$ cat src/rtl/man_alu_pipe.sv
// ---------------------------------------------------------------------------
// man_alu_pipe
//   Two-stage pipelined mantissa add/subtract unit for the BFP16 adder.
//   Operands arrive aligned, with the larger magnitude first. The effective
//   operation is an add when the signs match and a subtract otherwise. The
//   result carries overflow, zero and leading-zero-count flags for the
//   downstream normaliser. A valid/ready handshake on each side lets the
//   datapath stall without losing operations. The pipeline holds up to two
//   operations.
//
// Parameters
//   SIZE_MAN   mantissa width in bits (>= 2)
//   SIZE_LZC   width of the leading-zero count (derived from SIZE_MAN)
//
// Ports
//   i_clk       clock, rising edge
//   i_rst_n     asynchronous active-low reset
//   i_valid     input operation valid
//   o_ready     block can accept an input this cycle (combinational from i_ready)
//   i_sign_a    sign of the larger-magnitude operand
//   i_sign_b    sign of the smaller-magnitude operand
//   i_carry     guard/sticky borrow from alignment (effective subtract only)
//   i_man_max   larger-magnitude aligned mantissa
//   i_man_min   smaller-magnitude aligned mantissa
//   o_valid     result valid
//   i_ready     downstream accepts the result
//   o_man_alu   result mantissa
//   o_overflow  carry-out on effective add; always 0 on subtract
//   o_zero      o_man_alu == 0
//   o_lzc       leading zeros of o_man_alu; SIZE_MAN when the result is zero
// ---------------------------------------------------------------------------
module man_alu_pipe #(
   parameter  int SIZE_MAN = 8,
   localparam int SIZE_LZC = $clog2(SIZE_MAN + 1)
) (
   input  logic                i_clk,
   input  logic                i_rst_n,
   input  logic                i_valid,
   output logic                o_ready,
   input  logic                i_sign_a,
   input  logic                i_sign_b,
   input  logic                i_carry,
   input  logic [SIZE_MAN-1:0] i_man_max,
   input  logic [SIZE_MAN-1:0] i_man_min,
   output logic                o_valid,
   input  logic                i_ready,
   output logic [SIZE_MAN-1:0] o_man_alu,
   output logic                o_overflow,
   output logic                o_zero,
   output logic [SIZE_LZC-1:0] o_lzc
);

   // Count leading zeros, MSB first; returns SIZE_MAN for an all-zero value.
   function automatic logic [SIZE_LZC-1:0] count_lz(input logic [SIZE_MAN-1:0] v);
      logic [SIZE_LZC-1:0] cnt;
      logic                found;
      cnt   = '0;
      found = 1'b0;
      for (int i = SIZE_MAN - 1; i >= 0; i--) begin
         if (!found) begin
            if (v[i]) found = 1'b1;
            else      cnt   = cnt + SIZE_LZC'(1);
         end
      end
      return cnt;
   endfunction

   // Stage 1 registers
   logic                r_s1_valid;
   logic [SIZE_MAN-1:0] r_s1_max;
   logic [SIZE_MAN-1:0] r_s1_min;
   logic                r_s1_add;
   logic                r_s1_cin;

   // Stage 2 registers (drive the outputs directly)
   logic                r_s2_valid;
   logic [SIZE_MAN-1:0] r_s2_man;
   logic                r_s2_ovf;
   logic                r_s2_zero;
   logic [SIZE_LZC-1:0] r_s2_lzc;

   logic                w_s2_load;
   logic                w_s1_load;
   logic [SIZE_MAN:0]   w_sum;
   logic [SIZE_MAN-1:0] w_res;
   logic                w_ovf;

   assign w_s2_load = r_s1_valid & (~r_s2_valid | i_ready);
   assign o_ready   = ~r_s1_valid | w_s2_load;
   assign w_s1_load = i_valid & o_ready;

   // One (SIZE_MAN+1)-bit adder covers both operations; on subtract the
   // operand is inverted and the borrow-adjusted carry-in completes the
   // two's complement. The carry-out is meaningful only on an add.
   always_comb begin
      w_sum = {1'b0, r_s1_max}
            + (r_s1_add ? {1'b0, r_s1_min} : {1'b0, ~r_s1_min})
            + {{SIZE_MAN{1'b0}}, (~r_s1_add & r_s1_cin)};
      w_res = w_sum[SIZE_MAN-1:0];
      w_ovf = r_s1_add & w_sum[SIZE_MAN];
   end

   // ---- Stage 1: capture operands, operation and carry-in ----
   // Data may load while i_valid=0; r_s1_valid keeps it from reaching S2.
   always_ff @(posedge i_clk or negedge i_rst_n) begin
      if (!i_rst_n) begin
         r_s1_valid <= 1'b0;
         r_s1_max   <= '0;
         r_s1_min   <= '0;
         r_s1_add   <= 1'b0;
         r_s1_cin   <= 1'b0;
      end else if (o_ready) begin
         r_s1_valid <= w_s1_load;
         r_s1_max   <= i_man_max;
         r_s1_min   <= i_man_min;
         r_s1_add   <= ~(i_sign_a ^ i_sign_b);
         r_s1_cin   <= ~i_carry;
      end
   end

   // ---- Stage 2: register result and normaliser flags ----
   always_ff @(posedge i_clk or negedge i_rst_n) begin
      if (!i_rst_n) begin
         r_s2_valid <= 1'b0;
         r_s2_man   <= '0;
         r_s2_ovf   <= 1'b0;
         r_s2_zero  <= 1'b0;
         r_s2_lzc   <= '0;
      end else if (w_s2_load) begin
         r_s2_valid <= 1'b1;
         r_s2_man   <= w_res;
         r_s2_ovf   <= w_ovf;
         r_s2_zero  <= (w_res == '0);
         r_s2_lzc   <= count_lz(w_res);
      end else if (i_ready) begin
         r_s2_valid <= 1'b0;
      end
   end

   assign o_valid    = r_s2_valid;
   assign o_man_alu  = r_s2_man;
   assign o_overflow = r_s2_ovf;
   assign o_zero     = r_s2_zero;
   assign o_lzc      = r_s2_lzc;

endmodule

$ cat config.mk
export PLATFORM = sky130hd
export DESIGN_NAME = man_alu_pipe
export DESIGN_NICKNAME = d
export VERILOG_FILES = /design/src/rtl/man_alu_pipe.sv
export SDC_FILE = /design/constraint.sdc
export NUM_CORES = 1
export LEC_CHECK = 0
export CAP_MARGIN = 20
export CORE_ASPECT_RATIO = 0.9
export CORE_UTILIZATION = 25
export DETAILED_ROUTE_END_ITERATION = 12
export PLACE_DENSITY = 0.44
export SLEW_MARGIN = 30
export SYNTH_ARGS = -nofsm -noshare
export SYNTH_HDL_FRONTEND = slang
export SYNTH_SLANG_ARGS = --single-unit
$ cat constraint.sdc
create_clock -name i_clk -period 7.6 [get_ports i_clk]
set_clock_uncertainty 0.15 [all_clocks]
set_input_delay 1.52 -clock i_clk [delete_from_list [all_inputs] [get_ports i_clk]]
set_output_delay 1.52 -clock i_clk [all_outputs]
set_load 0.02 [all_outputs]
Word level (Yosys, flattened, before mapping) --
Cells that the tools add are included.
Word-level totals: output and inout bits 16, register bits after elaboration 34, word-level logic and storage cells 79, bits of input ports 23
Operators by class: bitwise operators 13, $add $sub $neg 9, reduce and logical (&&, ||, !) cells 2, multiplexer cells 45
Operators by type and width (number):
- 4-bit two-way mux | 21
- 4-bit by 1-bit adder with 4-bit output (second input constant) | 7
- 1-bit two-way mux | 23
- 8-bit by 8-bit adder with 9-bit output | 1
- 9-bit by 1-bit adder with 9-bit output | 1
- 8-bit zero test | 1
- 8-bit two-way mux | 1
- 8-bit inverter | 1
- 1-bit inverter | 5
- 1-bit bitwise AND | 4
- 1-bit bitwise OR | 2
- 2-bit nonzero test | 1
- 1-bit XOR | 1

Longest topological paths before layout --
Gate-level depths: netlist (run 1).
word-level depth 33, mapped depth 28, gate-level depth less buffers 27

Worst setup path before layout (run 1) --
OpenSTA, ideal clock, no wires.
path type register -> register, start point reg r_s1_add, end point reg r_s2_lzc[1], in the netlist o_lzc[1], clock period less this slack 5.287 ns, path slack 2.313 ns, cell stages (with the launch flop) 29, library setup time 0.130 ns, arrival time 5.007 ns, data required time 7.320 ns, buffers on the path 1, cells stage by stage dfrtp_1 -> clkbuf_1 -> xor2_1 -> fa_1 -> inv_1 -> fa_1 -> and3_1 -> o21a_2 -> o31ai_4 -> nand2_2 -> o21ai_4 -> inv_4 -> ha_1 -> nor2_1 -> nor2_1 -> ha_1 -> nand3_1 -> a21oi_1 -> ha_1 -> mux2_2 -> nand3_1 -> a21oi_1 -> ha_1 -> mux2i_1 -> nor2_1 -> a21oi_1 -> nor2_1 -> a211oi_1 -> o31ai_1
Between the ends: longest elaborated chain between the ends 32, elaborated cells between the ends (all ways) 54, those cells by class add/sub: 9; mux: 43; bitwise: 2
RTL lines:
- start, declared | RTL line 72 | logic r_s1_add;
- start signal, assigned | RTL line 116 | r_s1_add <= ~(i_sign_a ^ i_sign_b);
- 8-bit two-way mux or 1-bit inverter (tied branches) | RTL line 97, 98
- 8-bit by 8-bit adder with 9-bit output or 1-bit bitwise AND (tied branches) | RTL line 97, 98
- 9-bit by 1-bit adder with 9-bit output (*) | RTL line 98 | + {{SIZE_MAN{1'b0}}, (~r_s1_add & r_s1_cin)};
- 1-bit two-way mux | RTL line 61 | if (v[i]) found = 1'b1;
- 4-bit two-way mux | RTL line 129 | end else if (w_s2_load) begin
- 4-bit by 1-bit adder with 4-bit output | RTL line 62 | else cnt = cnt + SIZE_LZC'(1);
- 4-bit two-way mux | RTL line 61
- 4-bit two-way mux | RTL line 60 | if (!found) begin
- [... 16 more ...]
- 4-bit two-way mux | RTL line 129
- 4-bit by 1-bit adder with 4-bit output | RTL line 62
- 4-bit two-way mux | RTL line 61
- 4-bit two-way mux | RTL line 60
- 4-bit two-way mux | RTL line 129
- 4-bit by 1-bit adder with 4-bit output | RTL line 62
- 4-bit two-way mux | RTL line 61
- 4-bit two-way mux (*) | RTL line 60
- end signal, assigned | RTL line 134 | r_s2_lzc <= count_lz(w_res);
- end, declared | RTL line 80 | logic [SIZE_LZC-1:0] r_s2_lzc;
Every way passes the cells marked *; elsewhere a longest branch is shown, timed or not. The select of a mux whose other input is x is not followed. A chain may end at the register's enable or synchronous reset.

Worst setup path in the final report (run 1) --
Same ends and word-level chain as after synthesis.

==> results of run 1 <==
## worst max-delay path, cell delays in order (launching register included)
cell,delay [ns]
dfrtp_1,0.64
xor2_1,0.24
fa_1,0.22
inv_1,0.06
fa_1,0.44
and3_1,0.22
o21a_2,0.24
o31ai_4,0.20
nand2_2,0.13
o21ai_4,0.13
inv_4,0.06
ha_1,0.36
nor2_1,0.14
nor2_1,0.05
ha_1,0.32
nand3_1,0.08
a21oi_1,0.18
ha_1,0.27
mux2_2,0.27
nand3_1,0.08
a21oi_1,0.07
ha_1,0.29
mux2i_1,0.13
nor2_1,0.06
a21oi_1,0.13
nor2_1,0.06
a211oi_1,0.20
o31ai_1,0.09
## flip-flops by register name (all words and copies together) (netlist names)
signal / cells
o_man_alu: 8
r_s1_max: 8
r_s1_valid: 1
r_s1_add: 1
r_s1_min: 8
r_s1_cin: 1
o_overflow: 1
o_valid: 1
o_zero: 1
o_lzc: 4
## cell usage in the layout (no fill, tap or decap), types with 3 or more instances in the layout
cell and instances:
inv_1 6, xnor2_1 11, nor3_1 3, nand3_1 5, nand2b_1 5, a21oi_1 13
ha_1 12, a21o_1 3, dfrtp_1 34, clkbuf_8 6, nand2_1 18, mux2_2 19
o21ai_0 9, nand3b_1 4, nor2_1 14, clkdlybuf4s50_1 38
## worst paths after layout
kind / from / endpoint / slack (ns) / cells past startpoint
setup / recovery: r_s1_add$_DFFE_PN0N_ / o_lzc[1]$_DFFE_PN0P_ / 1.96 / 27
hold / removal: o_man_alu[7]$_DFFE_PN0P_ / o_man_alu[7]$_DFFE_PN0P_ / 0.32 / 2
setup reg to reg: r_s1_add$_DFFE_PN0N_ / o_lzc[1]$_DFFE_PN0P_ / 1.96 / 27
hold reg to reg: o_man_alu[7]$_DFFE_PN0P_ / o_man_alu[7]$_DFFE_PN0P_ / 0.32 / 2
max in group asynchronous: i_rst_n / o_man_alu[1]$_DFFE_PN0P_ / 5.49 / 2
min in group asynchronous: i_rst_n / o_man_alu[7]$_DFFE_PN0P_ / 1.47 / 2
## power breakdown
| part | total [mW] | internal, mW | switching [mW] | leakage [nW] |
|---|---|---|---|---|
| clock | 0.147 | 0.0729 | 0.0741 | 0.0472 |
| sequential | 0.244 | 0.219 | 0.0248 | 0.406 |
| combinational | 0.534 | 0.245 | 0.289 | 0.666 |
| total | 0.925 | 0.537 | 0.388 | 1.12 |
## per-stage QoR
step	total power, mW	cells	area [um2]	hold slack (ns)	setup WS [ns]
after floorplan	0.637	200	2090	0.322	2.31
after detailed placement	0.786	332	2580	0.314	1.96
after global routing	1.01	340	2680	0.354	1.51
final	0.925	340	2680	0.325	1.96
after CTS	0.942	340	2680	0.335	1.93
after global placement	0.785	332	2580	0.310	1.99
## logic make-up (layout without fill, tap and decap cells)
logic type / after synthesis / after routing / synth area share
multiplexers: 23 / 23 / 0.126
buffers and inverters: 14 / 55 / 0.0287
adder cells (fa/ha/maj): 14 / 14 / 0.0909
AND/OR/NAND/NOR: 59 / 59 / 0.139
XOR/XNOR: 14 / 14 / 0.0622
flip-flops: 34 / 34 / 0.406
AO/OA/AOI/OAI: 42 / 42 / 0.147
## metal layers
metal | GRT usage | up-vias | wire length [um]
met2 | 0.173 | 31 | 1830
met4 | 0.0448 | 0 | 69
met3 | 0.0332 | 8 | 193
met5 | 0 | - | 0
met1 | 0.151 | 738 | 2270
li1 | - | 785 | -
## area by class of cell
class | count | area share
flip-flops and latches | 34 | 0.318
multi-input cells | 152 | 0.442
well taps | 99 | 0.0463
clock inverters | 2 | 0.00468
clock buffers | 6 | 0.0309
repair buffers | 40 | 0.148
inverters | 7 | 0.0108
==> results by group, run 1 <==
Floorplan
  – Std-Cell Rows: 31
  – Io pins: 39
  – Core area: 0.00807 mm2
  – Die area: 0.00874 mm2
  – Die Height: 88.8 um
  – Die width: 98.5 um
  – Initial Utilization: 0.259

Worst hold path
  – Hold Crit Class: reg2reg

Placed design
  – GPL Wtd Cong: 0.754
  – I/O Buffers: 38
  – Dpl hpwl: 3.25 mm

Logic synthesis
  – Synth top area share: 0.406
  – Post-synth top area cell: dfrtp_1
  – Sequential share of the synthesized area: 0.406
  – Unique masters post-synth: 47
  – Area of the mapped netlist: 0.00209 mm2
  – Most used DFF post-synth: dfrtp_1
  – Gate Count Post-Synth: 200
  – Most common cell in the netlist: dfrtp_1
  – Number of synthesized register bits: 34
  – EDFF count, synth: 0
  – Syn Area/Cell: 10.5 um2
  – Syn_nets: 237
  – Synth top area cells: dfrtp_1 41%, mux2_2 10%, ha_1 7.2%
  – Syn. warnings: 0
  – Ys async rst share: 1.00
  – Synth top cells by count: 34 x dfrtp_1, 19 x mux2_2, 18 x nand2_1

Finish
  – FF/Latch Area: 851 um2
  – Nets: 277
  – Fillers: 850
  – Multi-input combinational cell area: 0.00118 mm2
  – Antenna Cells: 0
  – Layout cell share with drive strength beyond 1: 0.178
  – Final core utilization: 0.332
  – Area delta synth->final: 27.9%

Critical path
  – Crit path required time: 7.61 ns
  – CP arrival: 5.65 ns
  – Setup Crit Path Kind: reg2reg
  – CP endpoint kind: flip-flop
  – Crit path max fanout: 11
  – CP Launch Type: flip-flop

Clock tree
  – H-tree Lvls: 2
  – CTS Buf Count: 5
  – Clk buf depth: 2
  – CTS tree: built
  – Root Buffer: clkbuf_8
  – Post_cts resized: 0
  – CTS sink count: 34
  – Hold Buf Count CTS: 0
  – Post-CTS Setup Inserts: 0
  – Clock latency at the later pin of the worst-skew pair: 0.30 ns
  – Worst-path clk slew: 0.08 ns

Global route
  – First-pass GRT wire length: 7.67 mm
  – GRT Resource Usage Total: 0.113
  – Gr ovfl total: 0
  – Initial antenna violation count: 0
  – Largest net degree at the start of global routing: 35
  – Vias in the first global route: 1575

Drt
  – # DRC: 2
  – Via count: 1562
  – Vias/cell: 4.59
  – Antenna-violating nets left: 0
  – Final wirelength: 4.37 mm
  – Drt pass-1 iters: 11
  – WL per Instance: 12.8 um
  – Initial DRC count: 67

STA
  – Final period util: 0.742
  – RSZ-0062 raised after global routing: false
  – Max Transition Viols Final: 0
  – TNS Setup: 0 ns
  – Worst slew pin tran: 0.668 ns
  – Final hold violation count: 0
  – Final Critical Period: 5.64 ns
  – Final setup fails: 0
  – Peak Freq: 177 MHz
  – Max transition margin: 0.553

Status
  – Status: finished with violations
  – Failing checks: DRC

Power and ir drop
  – Leakage: 1.12 nW
  – Maximum vdd drop: 82.7 uV
  – Pwr dens: 346 mW/mm2

Run
  – Max cap viols: 0
No activity file was read; power rests on OpenSTA's default activity.
==> run 2: changes to the inputs <==
--- a/config.mk
+++ b/config.mk
@@ -9,7 +9,7 @@
 export CORE_ASPECT_RATIO = 0.9
 export CORE_UTILIZATION = 25
 export DETAILED_ROUTE_END_ITERATION = 12
-export PLACE_DENSITY = 0.44
+export PLACE_DENSITY = 0.46
 export SLEW_MARGIN = 30
 export SYNTH_ARGS = -nofsm -noshare
 export SYNTH_HDL_FRONTEND = slang
==> constraint.sdc (replaced) <==
create_clock -name i_clk -period 4.9 [get_ports i_clk]
set_clock_uncertainty 0.15 [all_clocks]
set_input_delay 0.98 -clock i_clk [delete_from_list [all_inputs] [get_ports i_clk]]
set_output_delay 0.98 -clock i_clk [all_outputs]
set_load 0.02 [all_outputs]
==> results by group, run 2 (synthesis gave the netlist of run 1 again) <==
Power and ir drop
  – Pwr dens: 591 mW/mm2 (+71%)
  – Maximum vdd drop: 192 uV (+130%)
  – Total power: 1.71 mW (+85%)
  – Leakage: 1.21 nW (+8.3%)

Drt
  – # DRC: 0 (-2)
  – Antenna-violating nets left: 0 (unchanged)
  – Vias/cell: 4.52 (-1.6%)
  – Final wirelength: 4.41 mm (+1.0%)
  – WL per Instance: 12.4 um (-3.8%)
  – Drt pass-1 iters: 6 (-5)
  – Initial DRC count: 35 (-48%)
  – Via count: 1614 (+3.3%)

Global route
  – GRT Resource Usage Total: 0.110 (-0.00327)
  – Initial antenna violation count: 0 (unchanged)
  – Gr ovfl total: 0 (unchanged)
  – First-pass GRT wire length: 7.50 mm (-2.2%)
  – Largest net degree at the start of global routing: 35 (unchanged)
  – Vias in the first global route: 1584 (+0.57%)

STA
  – Final hold violation count: 0 (unchanged)
  – Setup WS post-layout: 0.0375 ns (-1.92 ns)
  – RSZ-0062 raised after global routing: true
  – Worst slew pin tran: 0.657 ns (-0.0111 ns)
  – Max Transition Viols Final: 0 (unchanged)
  – Hold_ws: 0.325 ns (+0.0000190 ns)
  – Final Critical Period: 4.86 ns (-0.776 ns)
  – Final setup fails: 0 (unchanged)
  – Max transition margin: 0.561 (+0.00739)
  – Final period util: 0.992 (+0.251)
  – Peak Freq: 206 MHz (+16%)
  – TNS Setup: 0 ns (unchanged)

Finish
  – Final core utilization: 0.359 (+0.0273)
  – Final std cells w/o fill: 357 (+5.0%)
  – Leading cell types in the layout, fill and taps excluded: 38 x clkdlybuf4s50_1, 34 x dfrtp_1, 19 x buf_4
  – Area delta synth->final: 38.4%
  – Commonest non-fill, non-tap cell in the layout: clkdlybuf4s50_1
  – Antenna Cells: 0 (unchanged)
  – Nets: 294 (+6.1%)
  – Final Cell Area: 0.00290 mm2 (+8.2%)
  – Layout cell share with drive strength beyond 1: 0.271 (+0.0929)

Floorplan
  – Die width: 98.5 um (unchanged)
  – Core area: 0.00807 mm2 (unchanged)
  – Initial Utilization: 0.259 (unchanged)
  – Die Height: 88.8 um (unchanged)
  – Std-Cell Rows: 31 (unchanged)
  – Die area: 0.00874 mm2 (unchanged)
  – Io pins: 39 (unchanged)

Critical path
  – Crit path top cell by count: nor2_1
  – Crit path required time: 4.89 ns (-2.72 ns)
  – CP endpoint kind: flip-flop
  – Worst r2r src: r_s1_add$_DFFE_PN0N_
  – Worst reg-to-reg setup slack: 0.04 ns (-1.92 ns)
  – Worst R2R End: o_lzc[1]$_DFFE_PN0P_
  – CP max-delay cell: dfrtp_1
  – Setup Crit Path Kind: reg2reg
  – CP Launch Type: flip-flop
  – CP arrival: 4.86 ns (-0.79 ns)
  – CP Depth: 26 (-3.7%)
  – Crit path buffers/inverters: 1 (-1)
  – Crit path max-delay family: adder cells
  – R2R cell count: 26 (-3.7%)
  – Worst path max stage delay: 0.42 ns (-0.22 ns)
  – Crit path max fanout: 3 (-8)

Placed design
  – Pre-CTS setup slack: -0.00791 ns (-1.96 ns)
  – I/O Buffers: 38 (unchanged)
  – Placed Area: 0.00270 mm2 (+4.5%)
  – GPL Wtd Cong: 0.785 (+4.2%)
  – Dpl hpwl: 3.32 mm (+2.4%)
  – DP Cell Count: 344 (+3.6%)

Clock tree
  – Clk buf depth: 2 (unchanged)
  – H-tree Lvls: 2 (unchanged)
  – Worst-path clk slew: 0.07 ns (about the same)
  – CTS Buf Count: 5 (unchanged)
  – Clock latency at the later pin of the worst-skew pair: 0.28 ns (-0.02 ns)
  – Root Buffer: clkbuf_8
  – CTS tree: built
  – CTS sink count: 34 (unchanged)

Status
  – Status: finished, final reports clean

Worst hold path
  – Min-Delay Path Depth: 2 (unchanged)
  – Hold path start: o_man_alu[0]$_DFFE_PN0P_
  – Worst hold path endpoint: o_man_alu[0]$_DFFE_PN0P_
  – Hold Crit Class: reg2reg

Run
  – Max cap viols: 0 (unchanged)
[run 2: how the worst max path moves through the flow]
stage                       startpoint              endpoint  slack (ns)
6_report          r_s1_add$_DFFE_PN0N_  o_lzc[1]$_DFFE_PN0P_        0.04
5_1_grt           r_s1_add$_DFFE_PN0N_  o_lzc[1]$_DFFE_PN0P_       -0.25
4_1_cts        r_s1_min[0]$_DFFE_PN0N_  o_lzc[1]$_DFFE_PN0P_       -0.02
3_5_place_dp   r_s1_min[0]$_DFFE_PN0N_  o_lzc[1]$_DFFE_PN0P_      -0.008
3_3_place_gp   r_s1_min[0]$_DFFE_PN0N_  o_lzc[1]$_DFFE_PN0P_        0.07
2_1_floorplan     r_s1_add$_DFFE_PN0N_  o_lzc[1]$_DFFE_PN0P_        0.02
[run 2: worst min-delay path: stages (launching register included)]
cell and delay, ns:
dfrtp_1 0.34, nand2_1 0.04, o21ai_0 0.05
[run 2: layout make-up]
type / count / area (um2)
Fill cell: 850 / 5170
Clock inverter: 1 / 30.0
Inverter: 7 / 28.8
Multi-Input combinational cell: 152 / 1260
Clock buffer: 7 / 76.3
Timing Repair Buffer: 57 / 523
Sequential cell: 34 / 851
Tap cell: 99 / 124
[run 2: metal layers]
layer	part of all wire	vias to the layer above	track usage	wire (um)
li1	-	824	-	-
met5	0	-	0	0
met3	0.041	2	0.0292	179
met1	0.51	752	0.150	2250
met4	0.0052	0	0.0285	23
met2	0.44	36	0.172	1950
[run 2: report_power, final]
| group | internal (mW) | total (mW) | switching, mW |
|---|---|---|---|
| clock network | 0.152 | 0.255 | 0.102 |
| registers | 0.341 | 0.375 | 0.0340 |
| logic | 0.550 | 1.08 | 0.534 |
[run 2: repair_timing]
action | in CTS | in global routing
buffers inserted | 2 | 3
hold buffers | 0 | 0
pin swaps | 2 | 23
endpoints found under the setup margin | 1 | 2
resized for setup | 0 | 12
==> edit 1 (config.mk and constraints of run 2) <==
Set the parameter `SIZE_MAN` to 16 (it was 8).
--- a/src/rtl/man_alu_pipe.sv
+++ b/src/rtl/man_alu_pipe.sv
@@ -30,7 +30,7 @@
 //   o_lzc       leading zeros of o_man_alu; SIZE_MAN when the result is zero
 // ---------------------------------------------------------------------------
 module man_alu_pipe #(
-   parameter  int SIZE_MAN = 8,
+   parameter  int SIZE_MAN = 16,
    localparam int SIZE_LZC = $clog2(SIZE_MAN + 1)
 ) (
    input  logic                i_clk,
Ports: changed (resized i_man_max, i_man_min, o_lzc and o_man_alu); port bits go from 39 to 64. No check against the original RTL was run, so the function may have changed too.
==> edit 1 against run 2 <==
  * The flow now finishes with violations (negative setup slack)
  * Clock power increased by 140%
  * Synthesized area increased by 140%
  * Worst setup slack got worse by 4.4 ns
  * Cell count increased to 3.0 times the old value
  * Hold slack gained 0.0017 ns
  * Final area rose to 2.8 times the old value
  * Power increased to 2.6 times the old value
  * Via count increased to 3.2 times the old value
  * Die area up 140%
  * Non-clock buffer count is 211 higher
  * Routed wire length rose to 3.6 times the old value
  * Sequential cell count rose by 25
  * Sequential power grew 75%
  * Critical path type unchanged
==> edit 1: results (changes against run 2) <==
{| class="wikitable"
! Metric !! Value
|-
| Worst Hold Path EP || o_man_alu[1]
|-
| Maximum number of pins on one net before global-route repair || 39 (+11%)
|-
| Vias in the first global route || 5309 (+240%)
|-
| Outcome || complete, but fails checks
|-
| Worst IR drop on VDD || 0.2625 mV (+37%)
|-
| Count of fill cells added during filler insertion || 1957 (+130%)
|-
| Data arrival time of the critical path || 9.32 ns (+4.46 ns)
|-
| Post-synthesis sequential area ratio || 0.2929 (-0.1135)
|-
| Placed inst area || 7432 sq um (+180%)
|-
| First DRT Iteration DRCs || 265 (+660%)
|-
| Final number of setup-violating endpoints || 6 (+6)
|-
| Clock Tree Root || sky130_fd_sc_hd__clkbuf_16
|-
| Maximum fanout encountered on the critical timing path || 5 (+2)
|-
| Area occupied by registers || 1478 sq um (+74%)
|-
| Failing checks || negative setup slack
|-
| Met3 GRT Util || 0.01967 (-0.009559)
|-
| Hold Crit Start || o_man_alu[1]
|-
| Clock insertion delay at the later pin of the skew report || 0.34 ns (+0.06 ns)
|-
| Post-DR wirelength/cell || 14.74 um (+19%)
|-
| Yosys cell types || 80 (+70%)
|-
| Estimated wirelength of the detail-placed design || 13080 um (+290%)
|-
| Total CTS buffers || 9 (+4)
|-
| Static leakage || 3.507 nW (+190%)
|-
| Commonest cells in the netlist || sky130_fd_sc_hd__dfrtp_1 (59), sky130_fd_sc_hd__nand2_1 (58), sky130_fd_sc_hd__o21ai_0 (39)
|-
| Length in cells of the worst reg-to-reg path || 47 (+81%)
|-
| Total track usage || 0.1644 (+0.05463)
|-
| Vias per cell || 4.801 (+6.2%)
|-
| Fraction of layout instances using a drive strength above 1 || 0.3777 (+0.1064)
|-
| Critical R2R Capture || o_lzc[4]
|-
| Least setup slack across all paths after layout || -4.343 ns (-4.381 ns)
|-
| Worst hold margin || 0.3263 ns (+0.001686 ns)
|}
## edit 1: cell types whose count changed after synthesis, sizes merged, moves of 10 or more
cell	change
o21ai	+29
xnor2	+16
nand2	+39
nor2	+17
a21o	+10
ha	+16
mux2	+17
a21oi	+15
dfrtp	+25
nor3	+12
inv	+10
## edit 1: final cells by class
class | count | area share
multi-input combinational | 465 | 0.4585
clock buffer | 11 | 0.02915
timing repair buffer | 268 | 0.2726
tap | 250 | 0.03918
clock inverter | 5 | 0.006740
sequential | 59 | 0.1851
inverter | 18 | 0.008777
## edit 1: worst max-delay path: cells and delay by family (launching register included)
family                     cells  cell delay (ns)
AOI/OAI and AO/OA             16             2.88
adders and majority gates     10             2.68
and+or+nand+nor               13             1.99
DFF                            1             0.44
muxes                          2             0.43
xor gates and xnor gates       2             0.40
buffers and inverters          4             0.17
## edit 1: power by group
| part | switching (mW) | internal (mW) | total, mW |
|---|---|---|---|
| registers | 0.0652 | 0.591 | 0.656 |
| clock network | 0.223 | 0.391 | 0.614 |
| logic | 1.55 | 1.68 | 3.23 |
| total | 1.84 | 2.66 | 4.50 |
## edit 1: what timing repair did
item	4_1_cts	5_1_grt
buffers inserted	5	16
pin swaps	7	7
setup endpoints to repair	6	6
resized for setup	6	15
## edit 1: worst max-delay path by stage
| stage | slack, ns | to | cells after the start |
|---|---|---|---|
| 2_1_floorplan | -4.07 | o_lzc[4] | 48 |
| 3_3_place_gp | -4.18 | o_lzc[4] | 47 |
| 3_5_place_dp | -4.37 | o_lzc[4] | 47 |
| 4_1_cts | -4.34 | o_lzc[4] | 47 |
| 5_1_grt | -4.87 | o_lzc[4] | 47 |
| 6_report | -4.34 | o_lzc[4] | 47 |
## edit 1: through the flow
stage / instances / TNS (ns)
finish: 1076 / -16.38
global placement: 1039 / -15.46
detailed placement: 1039 / -16.43
global route: 1076 / -18.81
CTS: 1060 / -15.76
floorplan: 561 / -14.50
## edit 1: cell families (layout without fill, tap and decap cells)
group / count (synthesis) / after routing / share of synthesized area
adders and majority gates: 30 / 30 / 0.07746
xor gates and xnor gates: 40 / 40 / 0.07249
AOI/OAI and AO/OA: 164 / 164 / 0.2366
and+or+nand+nor: 189 / 189 / 0.1976
muxes: 42 / 42 / 0.09335
buffers and inverters: 37 / 302 / 0.02954
DFF: 59 / 59 / 0.2930
## edit 1: layer usage
metal	share of wire	vias up
li1	-	2639
met1	0.49	2446
met2	0.48	75
met3	0.024	6
met4	0.0075	0
met5	0	-
==> edit 2 (settings of run 2) <==
Made on the original files. Put one more register stage on the output `o_overflow`, cleared by the reset. The value now appears one clock later. The other outputs are not delayed to match.
--- a/src/rtl/man_alu_pipe.sv
+++ b/src/rtl/man_alu_pipe.sv
@@ -139,7 +139,13 @@
 
    assign o_valid    = r_s2_valid;
    assign o_man_alu  = r_s2_man;
-   assign o_overflow = r_s2_ovf;
+   always_ff @(posedge i_clk or negedge i_rst_n) begin
+      if (!i_rst_n) begin
+         o_overflow <= '0;
+      end else begin
+         o_overflow <= r_s2_ovf;
+      end
+   end
    assign o_zero     = r_s2_zero;
    assign o_lzc      = r_s2_lzc;
 
Check against the original RTL: not equivalent (a bounded check fails within 4 cycles, from zero or initial values and one cycle with i_rst_n low).
==> edit 2 against run 2 <==
  * Final area fell by 2.9%
  * Synthesized area down 3.2%
  * Power is 10% lower
  * Hold slack lost 0.080 ns
  * Routed wire length shrank 5.0%
  * Worst setup slack improved by 0.23 ns
  * Cell count down 5.9%
  * Sequential cell count increased by 1
  * Utilization up 0.67 points
==> edit 2: results (changes against run 2) <==
{| class="wikitable"
! Metric !! Value
|-
| Maximum number of pins on one net before global-route repair || 36 (+2.9%)
|-
| Static leakage || 1.196 nW (-1.4%)
|-
| Outcome || finished, final reports clean
|-
| Vias in the first global route || 1503 (-5.1%)
|-
| Post-synthesis sequential area ratio || 0.4324 (+0.02591)
|-
| Post-DR wirelength/cell || 12.47 um (+0.97%)
|-
| First-pass GRT wire length || 7231 um (-3.6%)
|-
| Total CTS buffers || 5 (unchanged)
|-
| Post_cts resized || 4 (+4)
|-
| Multiplexer share of the synthesized area || 0.1112 (-0.01434)
|-
| Synth area leaders || sky130_fd_sc_hd__dfrtp_1 (43%), sky130_fd_sc_hd__mux2_2 (11%), sky130_fd_sc_hd__ha_1 (7.4%)
|-
| Proportion of power drawn by combinational gates || 0.575 (-0.058)
|-
| Xor/xnor cell area share of the yosys netlist || 0.07350 (+0.01134)
|-
| Number of cells in the design after placement || 322 (-6.4%)
|-
| Nets@finish || 276 (-6.1%)
|-
| Critical R2R Capture || o_lzc[1]
|-
| Fraction of layout instances using a drive strength above 1 || 0.2750 (+0.003682)
|-
| Max_slew headroom || 0.5161 (-0.04463)
|-
| Post-synthesis compound-gate area fraction || 0.1316 (-0.01548)
|-
| Clock network fraction of design power || 0.176 (+0.027)
|-
| First DRT Iteration DRCs || 43 (+23%)
|-
| CTS clk-pin slew, worst paths || 0.07 ns (about the same)
|-
| Peak per-stage delay on the critical path || 0.39 ns (-0.03 ns)
|-
| Length in cells of the worst reg-to-reg path || 24 (-7.7%)
|-
| Worst Hold Path EP || o_overflow
|-
| # Post-CTS Setup Buffers || 1 (-1)
|-
| Worst reg-to-reg setup slack || 0.27 ns (+0.23 ns)
|-
| Iteration count of the initial detailed-routing pass || 4 (-2)
|-
| Global placement routability congestion || 0.7456 (-5.0%)
|-
| Commonest cells in the netlist || sky130_fd_sc_hd__dfrtp_1 (35), sky130_fd_sc_hd__mux2_2 (20), sky130_fd_sc_hd__nand2_1 (15)
|-
| Worst flop-to-flop path startpoint || r_s1_min[0]
|-
| Yosys cell types || 39 (-17%)
|-
| CTS Buffer Depth || 2 (unchanged)
|-
| Hold Crit Start || r_s2_ovf
|-
| Post-synthesis adder-cell area fraction || 0.09389 (+0.003030)
|-
| Estimated wirelength of the detail-placed design || 3124 um (-6.0%)
|-
| Antenna Cells || 0 (unchanged)
|-
| Total of buffers placed on input and output ports || 38 (unchanged)
|-
| Total detailed-routing wirelength || 4191 um (-5.0%)
|-
| Count of fill cells added during filler insertion || 782 (-8.0%)
|-
| Net count of the mapped netlist || 221 (-6.8%)
|-
| Data arrival time of the critical path || 4.66 ns (-0.20 ns)
|-
| Hold path cells || 0 (-2)
|-
| Total track usage || 0.1084 (-0.001316)
|-
| Number of instances in the synthesized netlist || 184 (-8.0%)
|-
| Int Power || 0.9583 mW (-8.1%)
|-
| Worst IR drop on VDD || 0.1935 mV (+0.95%)
|-
| Vias per cell || 4.399 (-2.7%)
|}
-- edit 2: cell types whose count changed in the layout (fill, tap and decap cells not counted), sizes merged, moves of 2 or more --
cell    delta
buf        -3
nand4      +2
xnor2      +2
and3b      +2
mux2i      -3
nor3       -3
nor2       -8
a31o       -2
a21boi     +3
nand2      -3
-- edit 2: cell type report --
cell class | instances | share of cell area
multi-input combinational | 136 | 0.4171
timing repair buffer | 54 | 0.1779
clock buffer | 6 | 0.02935
inverter | 7 | 0.009337
tap | 96 | 0.04269
clock inverter | 2 | 0.01245
sequential | 35 | 0.3112
-- edit 2: routing by layer --
| layer | wire [um] | track usage | share of wire | vias to the layer above |
|---|---|---|---|---|
| met3 | 199 | 0.03291 | 0.047 | 4 |
| met4 | 40 | 0.03664 | 0.0095 | 0 |
| met1 | 2111 | 0.1473 | 0.50 | 685 |
| met5 | 0 | 0 | 0 | - |
| li1 | - | - | - | 758 |
| met2 | 1840 | 0.1639 | 0.44 | 31 |
-- edit 2: worst max path at each step --
stage | startpoint | endpoint | slack [ns] | depth (start not counted)
2_1_floorplan | r_s1_add | o_lzc[1] | 0.02 | 24
3_3_place_gp | r_s1_add | o_lzc[1] | -0.02 | 24
3_5_place_dp | r_s1_add | o_lzc[1] | -0.08 | 24
4_1_cts | r_s1_add | o_lzc[1] | 0.01 | 24
5_1_grt | r_s1_min[0] | o_lzc[1] | -0.05 | 24
6_report | r_s1_min[0] | o_lzc[1] | 0.27 | 24
-- edit 2: stage by stage --
stage	TNS, ns	total power, mW	hold WS [ns]	setup WS (ns)	instance area (sq um)
4_1_cts	0	1.471	0.2472	0.01359	2718
5_1_grt	-0.04558	1.675	0.2583	-0.04558	2814
3_3_place_gp	-0.02152	1.149	0.2119	-0.02152	2582
3_5_place_dp	-0.07953	1.158	0.2302	-0.07953	2582
6_report	0	1.541	0.2448	0.2700	2814
2_1_floorplan	0	0.8952	0.2035	0.02014	2034
-- edit 2: critical path, delay by kind of cell (launching register included) --
| family | cells | cell delay [ns] |
|---|---|---|
| compound gates | 11 | 1.39 |
| xor+xnor | 1 | 0.17 |
| fa+ha+maj | 6 | 1.72 |
| buf+inv | 3 | 0.28 |
| flops | 1 | 0.39 |
| mux | 1 | 0.28 |
| simple gates | 2 | 0.15 |
-- edit 2: cell families (layout without fill, tap and decap cells) --
group | count (synthesis) | in the layout
AO/OA/AOI/OAI | 38 | 38
XOR/XNOR | 17 | 17
adder cells (fa/ha/maj) | 14 | 14
buffers and inverters | 13 | 69
flip-flops | 35 | 35
multiplexers | 20 | 20
AND/OR/NAND/NOR | 47 | 47
